[config.mk]
export PLATFORM = sky130hd
export DESIGN_NAME = e203_exu_wbck_arb_n_flat
export DESIGN_NICKNAME = d
export VERILOG_FILES = /design/src/rtl/e203_exu_wbck_arb_n_if.sv /design/src/rtl/e203_exu_wbck_arb_n.sv /design/src/flat_wrapper.sv
export SDC_FILE = /design/constraint.sdc
export NUM_CORES = 1
export LEC_CHECK = 0
export ABC_CLOCK_PERIOD_IN_PS = 3800
export BUFFER_PORTS_ARGS = -buffer_cell sky130_fd_sc_hd__buf_2
export CAP_MARGIN = 20
export CORE_MARGIN = 2
export CORE_UTILIZATION = 46
export CTS_BUF_LIST = sky130_fd_sc_hd__clkbuf_16
export DETAILED_ROUTE_END_ITERATION = 12
export PLACE_DENSITY = 0.78
export REMOVE_ABC_BUFFERS = 1
export SLEW_MARGIN = 5
export SYNTH_ARGS = -nofsm -noshare
export SYNTH_HDL_FRONTEND = slang
export SYNTH_SLANG_ARGS = --single-unit
[constraint.sdc]
create_clock -name clk -period 3.8 [get_ports clk]
set_input_delay 0.76 -clock clk [delete_from_list [all_inputs] [get_ports clk]]
set_output_delay 0.76 -clock clk [all_outputs]
set_load 0.005 [all_outputs]
[src/rtl/e203_exu_wbck_arb_n_if.sv]
// Writeback arbiter bus: per-channel result requests in, integer/FP regfile writes out.
interface e203_exu_wbck_arb_n_if #(
    parameter int unsigned NCH     = 4,
    parameter int unsigned XLEN    = 32,
    parameter int unsigned RFIDX_W = 5,
    parameter int unsigned FLAG_W  = 5
);
    logic [NCH-1:0]         wbck_i_valid;
    logic [NCH-1:0]         wbck_i_ready;
    logic [NCH*XLEN-1:0]    wbck_i_wdat;
    logic [NCH*RFIDX_W-1:0] wbck_i_rdidx;
    logic [NCH-1:0]         wbck_i_rdfpu;
    logic [NCH*FLAG_W-1:0]  wbck_i_flags;
    logic                   wbck_stall;
    logic                   fflags_clr;
    logic                   rf_wbck_o_ena;
    logic [XLEN-1:0]        rf_wbck_o_wdat;
    logic [RFIDX_W-1:0]     rf_wbck_o_rdidx;
    logic                   fp_wbck_o_ena;
    logic [XLEN-1:0]        fp_wbck_o_wdat;
    logic [RFIDX_W-1:0]     fp_wbck_o_rdidx;
    logic [FLAG_W-1:0]      fflags_o;

    modport master (
        output wbck_i_valid, wbck_i_wdat, wbck_i_rdidx, wbck_i_rdfpu, wbck_i_flags,
               wbck_stall, fflags_clr,
        input  wbck_i_ready, rf_wbck_o_ena, rf_wbck_o_wdat, rf_wbck_o_rdidx,
               fp_wbck_o_ena, fp_wbck_o_wdat, fp_wbck_o_rdidx, fflags_o
    );

    modport slave (
        input  wbck_i_valid, wbck_i_wdat, wbck_i_rdidx, wbck_i_rdfpu, wbck_i_flags,
               wbck_stall, fflags_clr,
        output wbck_i_ready, rf_wbck_o_ena, rf_wbck_o_wdat, rf_wbck_o_rdidx,
               fp_wbck_o_ena, fp_wbck_o_wdat, fp_wbck_o_rdidx, fflags_o
    );
endinterface

[src/rtl/e203_exu_wbck_arb_n.sv]
// N-channel EXU writeback arbiter: fixed or round-robin grant, registered
// integer/FP regfile write stage and sticky FP exception flags.
module e203_exu_wbck_arb_n #(
    parameter int unsigned NCH     = 4,
    parameter int unsigned XLEN    = 32,
    parameter int unsigned RFIDX_W = 5,
    parameter int unsigned FLAG_W  = 5,
    parameter int unsigned RR_MODE = 1
) (
    input logic                 clk,
    input logic                 rst,
    e203_exu_wbck_arb_n_if.slave bus
);
    localparam int unsigned PTR_W = (NCH > 1) ? $clog2(NCH) : 1;
    localparam logic [PTR_W:0]   NCH_L  = (PTR_W+1)'(NCH);
    localparam logic [PTR_W-1:0] LAST_L = PTR_W'(NCH - 1);

    logic [PTR_W-1:0]   ptr;
    logic [PTR_W-1:0]   gidx_c;
    logic [PTR_W:0]     scan_c;
    logic [NCH-1:0]     grant_c;
    logic               hs_c;
    logic [XLEN-1:0]    sel_wdat_c;
    logic [RFIDX_W-1:0] sel_rdidx_c;
    logic               sel_rdfpu_c;
    logic [FLAG_W-1:0]  sel_flags_c;

    logic               rf_ena;
    logic [XLEN-1:0]    rf_wdat;
    logic [RFIDX_W-1:0] rf_rdidx;
    logic               fp_ena;
    logic [XLEN-1:0]    fp_wdat;
    logic [RFIDX_W-1:0] fp_rdidx;
    logic [FLAG_W-1:0]  fflags;

    // Scan channels starting at ptr (RR) or 0 (fixed), wrapping at NCH.
    always_comb begin
        grant_c = '0;
        gidx_c  = '0;
        hs_c    = 1'b0;
        scan_c  = '0;
        if (!bus.wbck_stall) begin
            for (int k = 0; k < int'(NCH); k++) begin
                scan_c = (RR_MODE != 0) ? ({1'b0, ptr} + (PTR_W+1)'(k)) : (PTR_W+1)'(k);
                if (scan_c >= NCH_L) scan_c = scan_c - NCH_L;
                if (!hs_c && bus.wbck_i_valid[scan_c[PTR_W-1:0]]) begin
                    hs_c   = 1'b1;
                    gidx_c = scan_c[PTR_W-1:0];
                end
            end
            if (hs_c) grant_c[gidx_c] = 1'b1;
        end
    end

    assign bus.wbck_i_ready = grant_c;

    assign sel_wdat_c  = bus.wbck_i_wdat[32'(gidx_c)*XLEN +: XLEN];
    assign sel_rdidx_c = bus.wbck_i_rdidx[32'(gidx_c)*RFIDX_W +: RFIDX_W];
    assign sel_flags_c = bus.wbck_i_flags[32'(gidx_c)*FLAG_W +: FLAG_W];
    assign sel_rdfpu_c = bus.wbck_i_rdfpu[gidx_c];

    // Round-robin pointer moves just past the last granted channel.
    always_ff @(posedge clk or posedge rst) begin
        if (rst) begin
            ptr <= '0;
        end else if (hs_c) begin
            ptr <= (gidx_c == LAST_L) ? '0 : gidx_c + PTR_W'(1);
        end
    end

    // Write stage: one-cycle enable pulse per handshake; x0 writes are swallowed.
    always_ff @(posedge clk or posedge rst) begin
        if (rst) begin
            rf_ena   <= 1'b0;
            rf_wdat  <= '0;
            rf_rdidx <= '0;
            fp_ena   <= 1'b0;
            fp_wdat  <= '0;
            fp_rdidx <= '0;
        end else begin
            rf_ena <= hs_c && !sel_rdfpu_c && (sel_rdidx_c != '0);
            fp_ena <= hs_c && sel_rdfpu_c;
            if (hs_c && !sel_rdfpu_c) begin
                rf_wdat  <= sel_wdat_c;
                rf_rdidx <= sel_rdidx_c;
            end
            if (hs_c && sel_rdfpu_c) begin
                fp_wdat  <= sel_wdat_c;
                fp_rdidx <= sel_rdidx_c;
            end
        end
    end

    // Sticky flags: a concurrent clear wipes history but keeps the incoming flags.
    always_ff @(posedge clk or posedge rst) begin
        if (rst) begin
            fflags <= '0;
        end else if (hs_c && sel_rdfpu_c) begin
            fflags <= (bus.fflags_clr ? '0 : fflags) | sel_flags_c;
        end else if (bus.fflags_clr) begin
            fflags <= '0;
        end
    end

    assign bus.rf_wbck_o_ena   = rf_ena;
    assign bus.rf_wbck_o_wdat  = rf_wdat;
    assign bus.rf_wbck_o_rdidx = rf_rdidx;
    assign bus.fp_wbck_o_ena   = fp_ena;
    assign bus.fp_wbck_o_wdat  = fp_wdat;
    assign bus.fp_wbck_o_rdidx = fp_rdidx;
    assign bus.fflags_o        = fflags;
endmodule

[src/flat_wrapper.sv]
// flat-port wrapper written by rule: the top's interface ports become plain ports
module e203_exu_wbck_arb_n_flat 
#(
    parameter int unsigned NCH     = 4,
    parameter int unsigned XLEN    = 32,
    parameter int unsigned RFIDX_W = 5,
    parameter int unsigned FLAG_W  = 5,
    parameter int unsigned RR_MODE = 1
)
  (clk, rst, bus_wbck_i_valid, bus_wbck_i_wdat, bus_wbck_i_rdidx, bus_wbck_i_rdfpu, bus_wbck_i_flags, bus_wbck_stall, bus_fflags_clr, bus_wbck_i_ready, bus_rf_wbck_o_ena, bus_rf_wbck_o_wdat, bus_rf_wbck_o_rdidx, bus_fp_wbck_o_ena, bus_fp_wbck_o_wdat, bus_fp_wbck_o_rdidx, bus_fflags_o);
  e203_exu_wbck_arb_n_if #(.NCH(NCH), .XLEN(XLEN), .RFIDX_W(RFIDX_W), .FLAG_W(FLAG_W)) bus_i ();
  input logic clk;
  input logic rst;
  input wire logic [$bits(bus_i.wbck_i_valid)-1:0] bus_wbck_i_valid;
  input wire logic [$bits(bus_i.wbck_i_wdat)-1:0] bus_wbck_i_wdat;
  input wire logic [$bits(bus_i.wbck_i_rdidx)-1:0] bus_wbck_i_rdidx;
  input wire logic [$bits(bus_i.wbck_i_rdfpu)-1:0] bus_wbck_i_rdfpu;
  input wire logic [$bits(bus_i.wbck_i_flags)-1:0] bus_wbck_i_flags;
  input wire logic [$bits(bus_i.wbck_stall)-1:0] bus_wbck_stall;
  input wire logic [$bits(bus_i.fflags_clr)-1:0] bus_fflags_clr;
  output wire logic [$bits(bus_i.wbck_i_ready)-1:0] bus_wbck_i_ready;
  output wire logic [$bits(bus_i.rf_wbck_o_ena)-1:0] bus_rf_wbck_o_ena;
  output wire logic [$bits(bus_i.rf_wbck_o_wdat)-1:0] bus_rf_wbck_o_wdat;
  output wire logic [$bits(bus_i.rf_wbck_o_rdidx)-1:0] bus_rf_wbck_o_rdidx;
  output wire logic [$bits(bus_i.fp_wbck_o_ena)-1:0] bus_fp_wbck_o_ena;
  output wire logic [$bits(bus_i.fp_wbck_o_wdat)-1:0] bus_fp_wbck_o_wdat;
  output wire logic [$bits(bus_i.fp_wbck_o_rdidx)-1:0] bus_fp_wbck_o_rdidx;
  output wire logic [$bits(bus_i.fflags_o)-1:0] bus_fflags_o;
  assign bus_i.wbck_i_valid = bus_wbck_i_valid;
  assign bus_i.wbck_i_wdat = bus_wbck_i_wdat;
  assign bus_i.wbck_i_rdidx = bus_wbck_i_rdidx;
  assign bus_i.wbck_i_rdfpu = bus_wbck_i_rdfpu;
  assign bus_i.wbck_i_flags = bus_wbck_i_flags;
  assign bus_i.wbck_stall = bus_wbck_stall;
  assign bus_i.fflags_clr = bus_fflags_clr;
  assign bus_wbck_i_ready = bus_i.wbck_i_ready;
  assign bus_rf_wbck_o_ena = bus_i.rf_wbck_o_ena;
  assign bus_rf_wbck_o_wdat = bus_i.rf_wbck_o_wdat;
  assign bus_rf_wbck_o_rdidx = bus_i.rf_wbck_o_rdidx;
  assign bus_fp_wbck_o_ena = bus_i.fp_wbck_o_ena;
  assign bus_fp_wbck_o_wdat = bus_i.fp_wbck_o_wdat;
  assign bus_fp_wbck_o_rdidx = bus_i.fp_wbck_o_rdidx;
  assign bus_fflags_o = bus_i.fflags_o;
  e203_exu_wbck_arb_n #(.NCH(NCH), .XLEN(XLEN), .RFIDX_W(RFIDX_W), .FLAG_W(FLAG_W), .RR_MODE(RR_MODE)) u_core (.clk(clk), .rst(rst), .bus(bus_i));
endmodule
==> run metrics, run 1 <==
R2R Setup Slk=870 ps; top cell type's share of synthesized area=42.34%; normalized max-slew margin=57.35%; ys flop type=dfrtp_1; largest family of logic cells by synthesized area=multiplexers; Adder-Cell Fraction of Synth Area=0%; Post CTS Setup Buffer Count=0; number of synthesized flops with an enable pin=0; # DRC=0; CTS H-tree lvls=3; library cells used by synthesis=41; post-DP HPWL=10700 um; Root Buffer=clkbuf_16; clk_lat worst skew=330 ps; post-synth top area cell=dfrtp_1; fin worst setup slack=696.4 ps; Synth Area in Simple Gates=3.469%; Hold/Removal Path Class=in -> async; peak supply drop=0.2883 mV; area grow syn2layout=37.03%; Reg-to-Reg Start=u_core.ptr[1]$_DFFE_PP0P_; Slew @ Worst Pin=639.7 ps; initial core utilization=47.52%; RSZ-0062 raised after global routing=no; Syn Inst Count=430; Final Hold Fails=0; leakage=0.003774 uW; Compound-Gate Fraction of Synth Area=6.656%; CP Capture Type=output port; DR WL/cell=16.56 um; All-Layer GR Usage=23.89%; Critical Path RT=3040 ps; vias in the first global route=4391; I/O pins=265; count leader, synth=mux2i_1; PD cells=649.8 nW/um^2; CP Launch Type=primary input; Max-Cap Viols=0; pre-CTS WS=490.6 ps; share of cells above drive strength 1=49.00%; vias=4192; Final nets=873; Top cell by count, worst path=buf_2; critical path class=in -> out; CTS Buf Count=9; Peak Freq=322.2 MHz; first drt pass iteration count=4; Yosys reg bits=83; gpl congestion=0.8857; slowest cell on the critical path=a221oi_2; status=complete, no violations; DR iter-0 viols=285; Post-CTS Hold Buffers=0; global-route wire length before repair=21290 um; clock period minus worst slack=3104 ps; Fin Clk Skew=6.130 ps; CP Cell Sequence=buf_2 -> and2b_1 -> a221oi_2 -> nor3_2 -> buf_4 -> and2_1 -> buf_2; Design Power=4369 uW; Async SR Flop Fraction=100.0%; clk sinks=83; largest net degree at the start of global routing=56; # diodes=0; Final setup viols=0; R2R depth=7; Max stage delay on crit path=420 ps; final WL=13810 um; die outline height=107.3 um; Clock transition at path regs=60 ps; post-synthesis cell area=4906 um^2; post-synthesis xor/xnor area fraction=0.1785%; TritonCTS clock tree=yes; vias per cell=5.026; Max Fanout on Critical Path=50; die area=11510 um^2; grt total ovfl=0; Die X=107.3 um; Worst Path Arrival=2340 ps; largest cells by area after synthesis=dfrtp_1, mux2i_1, mux2_2; max-slew violations=0; reg2reg end=u_core.bus.rf_wbck_o_wdat[17]$_DFFE_PP0P_; syn avg cell area=11.41 um^2; yosys warns=0; commonest cells in the netlist=mux2i_1, dfrtp_1, inv_1, mux2_2, buf_2; initial antenna violation count=0; Clock Tree Buf Depth=2; period utilization=81.67%; proportion of synthesized area in mux cells=38.82%; Rows=37; PostCTS Resize Cnt=0; core area=10320 um^2; register area share after synthesis=42.34%; IO buf count=264; Post-DRT Antenna Nets=0
-- power breakdown --
part           internal, uW  switching (uW)  total, uW
sequential             1320             267       1580
combinational           937             902       1840
clock                   581             365        947
-- layout by cell type, fill, tap and decap left out, types with 2 or more instances in the layout --
master	instances
buf_2	264
mux2i_1	134
dfrtp_1	83
inv_1	72
mux2_2	39
clkbuf_16	9
a22o_1	8
buf_4	8
nand2b_1	6
a21oi_1	6
nor2_1	5
mux4_2	5
nand2_1	4
and2_1	4
a211o_1	3
nor3_1	3
a22oi_1	3
o211ai_1	3
inv_6	3
o31ai_1	2
a21o_1	2
a32oi_1	2
o31a_1	2
nand4_1	2
clkinv_2	2
bufinv_16	2
buf_12	2
-- through the flow --
step           hold slack (ps)  utilization, %  instances  cell area [um^2]  setup TNS (ps)
2_1_floorplan            482.8               -        407              4761         -193650
3_3_place_gp             487.7           61.71        817              6371               0
3_5_place_dp             492.9           61.71        817              6371               0
4_1_cts                  507.5           64.85        833              6695               0
5_1_grt                  330.3           65.12        834              6723               0
6_report                 325.4           65.12        834              6723               0
-- flip-flops by register name, summed over array words and instances (netlist names) --
name                        cells
u_core.bus.rf_wbck_o_rdidx      5
u_core.bus.rf_wbck_o_ena        1
u_core.bus.fp_wbck_o_ena        1
u_core.bus.fflags_o             5
u_core.ptr                      2
u_core.bus.fp_wbck_o_rdidx      5
u_core.bus.rf_wbck_o_wdat      32
u_core.bus.fp_wbck_o_wdat      32
-- worst max-delay path by stage --
stage                             start  cells after the start  slack (ps)                                   endpoint
floorplan           bus_wbck_i_valid[1]                      6       -2710  u_core.bus.fp_wbck_o_rdidx[2]$_DFFE_PP0P_
global placement    bus_wbck_i_valid[2]                      8         550   u_core.bus.rf_wbck_o_wdat[0]$_DFFE_PP0P_
CTS                 bus_wbck_i_valid[1]                      7         700                        bus_wbck_i_ready[2]
finish              bus_wbck_i_valid[1]                      7         700                        bus_wbck_i_ready[2]
global route        bus_wbck_i_valid[1]                      7         560                        bus_wbck_i_ready[2]
detailed placement  bus_wbck_i_valid[1]                      9         490   u_core.bus.fp_wbck_o_wdat[9]$_DFFE_PP0P_
-- metal layers --
layer,GRT usage [%],part of all wire [%]
met4,7.607,1.6
met3,5.085,7.4
met2,42.54,51
met1,28.75,40
met5,0,0
-- critical path: cells and delay by family --
kind,cells,cell delay [ps]
buffers and inverters,3,630
AOI/OAI and AO/OA,1,420
and+or+nand+nor,3,530
-- final cells by class --
cell class              instances  area [um^2]
clock buffers                   9        225.2
clock inverters                 7        98.84
fillers                       853         3601
inverters                      73        275.3
multi-input cells             251         2427
flip-flops and latches         83         2077
well taps                     136        170.2
repair buffers                275         1449
-- cells by family (layout without fill, tap and decap cells) --
group | after synthesis | count (layout)
buffers and inverters | 96 | 364
multiplexers | 179 | 179
XOR/XNOR | 1 | 1
AND/OR/NAND/NOR | 31 | 31
AO/OA/AOI/OAI | 40 | 40
flip-flops | 83 | 83
(Power assumes the default switching activity.)
==> run 2: changes to the inputs <==
Settings changed: ABC_AREA set to 1, ABC_CLOCK_PERIOD_IN_PS 3800 to 2600, CORE_UTILIZATION 46 to 41, PLACE_DENSITY 0.78 to 0.73.
Clock period 3.8 ns to 2.6 ns, I/O delays scaled along.
==> run 2 against run 1 <==
  * First-iteration DRC count is 0.35% higher
  * Synthesized cell count is 62% higher
  * Sequential power is 45% higher
  * Final area is 6.9% higher
  * Critical path depth is 5 higher
  * Flip-flop and latch count stayed put
  * Via count is 35% higher
  * Area after synthesis is 0.94% higher
  * Clock-buffer cell count stayed put
  * Highest routed layer unchanged
==> run metrics, run 2 <==
TritonCTS clock tree=yes; Async SR Flop Fraction=100.0% (unchanged); yosys warns=0 (unchanged); most common cell after layout, fill and taps aside=buf_2; Post-CTS Hold Buffers=0 (unchanged); clock period minus worst slack=2588 ps; Final setup viols=0 (unchanged); Clock Tree Buf Depth=2 (unchanged); Critical Path RT=2080 ps (-960 ps); core area=11910 um^2 (+15%); initial antenna violation count=0 (unchanged); Worst Path Arrival=2070 ps (-270 ps); setup_tns=0 ps (unchanged); share of cells above drive strength 1=41.73% (-7.3 points); vias in the first global route=5127 (+17%); Final nets=1148 (+32%); Yosys reg bits=83 (unchanged); peak supply drop=0.6004 mV (+110%); Die X=113.9 um (+6.2%); placed insts=1086 (+33%); leakage=0.003975 uW (+5.3%); first drt pass iteration count=4 (unchanged); Reg-to-Reg Start=u_core.ptr[0]$_DFFE_PP0P_; reg2reg end=u_core.bus.rf_wbck_o_wdat[1]$_DFFE_PP0P_; RSZ-0062 raised after global routing=yes; final WL=16610 um (+20%); Max Fanout on Critical Path=8 (-84%); syn avg cell area=7.105 um^2 (-38%); largest net degree at the start of global routing=75 (+34%); Hold/Removal Path Class=in -> async; Post-Layout Cell Count=1120 (+34%); die area=12970 um^2 (+13%); commonest cells in the netlist=nand2_1, o21ai_0, dfrtp_1, nor2_1, inv_1; IO buf count=264 (unchanged); Fin Hold WS=280.8 ps (-44.55 ps); DP Area=6492 um^2 (+1.9%); gpl congestion=0.8324 (-6.0%); library cells used by synthesis=29 (-29%); register area share after synthesis=41.94% (-0.40 points); final instance area=7188 um^2 (+6.9%); Slew @ Worst Pin=742.0 ps (+102.4 ps); Final Hold Fails=0 (unchanged); Top cell by count, worst path=buf_12; Clock transition at path regs=60 ps (about the same); clk_lat worst skew=330 ps (about the same); status=complete, no violations; post-DP HPWL=11560 um (+8.1%); area grow syn2layout=45.15%; Fin Clk Skew=5.390 ps (-0.7405 ps); area of the multi-input gates=2552 um^2 (+5.2%); vias=5641 (+35%); R2R Setup Slk=100 ps (-770 ps); CTS Buf Count=9 (unchanged); Root Buffer=clkbuf_16; max-slew violations=0 (unchanged); Rows=40 (+8.1%); CP Capture Type=output port; DR WL/cell=14.83 um (-10%); number of synthesized flops with an enable pin=0 (unchanged); # diodes=0 (unchanged); Design Power=10150 uW (+130%); clk sinks=83 (unchanged); CP Cell Sequence=buf_12 -> nand2_1 -> nand3_1 -> nand2_2 -> inv_1 -> nand3_2 -> nand2_4 -> inv_6 -> nand2_8 -> buf_12 -> nor2_4 -> buf_2; CP Launch Type=flop; R2R depth=16 (+9); top cell type's share of synthesized area=41.94% (-0.40 points); Max stage delay on crit path=440 ps (+20 ps); period utilization=99.52%; Max-Cap Viols=0 (unchanged); count leader, synth=nand2_1; largest cells by area after synthesis=dfrtp_1, nand2_1, o21ai_0; register area=2079 um^2 (+0.12%); PD cells=1412 nW/um^2 (+120%); Syn Inst Count=697 (+62%); crit path buf inv count=5 (+2); CP top delay family=simple AND/OR/NAND/NOR gates; die outline height=113.9 um (+6.2%); Post-DRT Antenna Nets=0 (unchanged); DR iter-0 viols=286 (+0.35%); global-route wire length before repair=24470 um (+15%); filler cell count=1189 (+39%); All-Layer GR Usage=23.72% (-0.17 points); post-synthesis cell area=4952 um^2 (+0.94%); post-synth top area cell=dfrtp_1; vias per cell=5.037 (+0.20%); I/O pins=265 (unchanged); slowest cell on the critical path=dfrtp_2; grt total ovfl=0 (unchanged); Peak Freq=386.5 MHz; initial core utilization=41.58% (-5.9 points); CTS H-tree lvls=3 (unchanged); critical path class=reg -> out; normalized max-slew margin=50.53% (-6.8 points); # DRC=0 (unchanged); launch point of the critical path=u_core.ptr[0]$_DFFE_PP0P_; commonest cells after routing, fill and taps aside=buf_2, nand2_1, o21ai_0; ys flop type=dfrtp_1
==> run 2: layer usage <==
layer | vias to the layer above | global-route usage, % | wire length, um
met5 | - | 0 | 0
met3 | 22 | 4.623 | 1007
li1 | 2791 | - | -
met1 | 2633 | 28.55 | 6712
met2 | 195 | 42.87 | 8545
met4 | 0 | 7.317 | 340
==> run 2: metrics by stage <==
stage | util [%] | worst slack (ps)
after floorplan | - | -671.6
after global placement | 54.51 | 126.5
after detailed placement | 54.51 | 35.81
after CTS | 57.53 | -47.36
after global routing | 60.35 | -100.8
final | 60.35 | 12.43
==> run 2: cell families (layout without fill, tap and decap cells) <==
kind of cell	count (synthesis)	after routing	synth area share (%)
buffers and inverters	92	368	8.919
AOI/OAI and AO/OA	164	164	17.74
DFF	83	83	41.94
and+or+nand+nor	358	358	31.40
==> run 2: worst reg2reg max path, cell delays in order (launching register included) <==
cell      delay, ps
dfrtp_2         440
buf_12          150
clkinv_8         60
nand2_1          80
nand3_1         110
nand2_2          80
inv_1           110
nand3_2         130
nand2_4         150
nor2_4           70
buf_4           150
buf_12          160
or2_2           290
o21ai_0         140
o22ai_1         160
nand2_1          80
nand2_1          50
==> run 2: how the worst max path moves through the flow <==
| stage | to | slack, ps | cells after the start |
|---|---|---|---|
| finish | bus_wbck_i_ready[3] | 10 | 12 |
| detailed placement | u_core.bus.rf_wbck_o_wdat[10]$_DFFE_PP0P_ | 40 | 18 |
| global placement | u_core.bus.rf_wbck_o_wdat[12]$_DFFE_PP0P_ | 130 | 15 |
| CTS | bus_wbck_i_ready[3] | -50 | 13 |
| global route | bus_wbck_i_ready[3] | -100 | 13 |
| floorplan | u_core.bus.rf_wbck_o_wdat[0]$_DFFE_PP0P_ | -670 | 15 |
==> run 2: what timing repair did <==
item,CTS,global route
setup buffers,1,11
pin swaps,1,9
cloned,1,5
endpoints found under the setup margin,2,53
resized for setup,2,42
==> run 2: final cells by class <==
| class | instances | share of cell area [%] |
|---|---|---|
| Sequential cell | 83 | 28.93 |
| Timing Repair inverter | 1 | 0.1218 |
| Timing Repair Buffer | 305 | 25.66 |
| Clock buffer | 9 | 3.133 |
| Tap cell | 147 | 2.559 |
| Multi-Input combinational cell | 522 | 35.51 |
| Inverter | 46 | 2.802 |
| Clock inverter | 7 | 1.288 |
==> run 2: power breakdown <==
| group | internal, uW | switching (uW) | total (uW) |
|---|---|---|---|
| sequential | 1940 | 347 | 2290 |
| combinational | 2700 | 3810 | 6510 |
| clock | 840 | 514 | 1350 |
| total | 5480 | 4670 | 10100 |
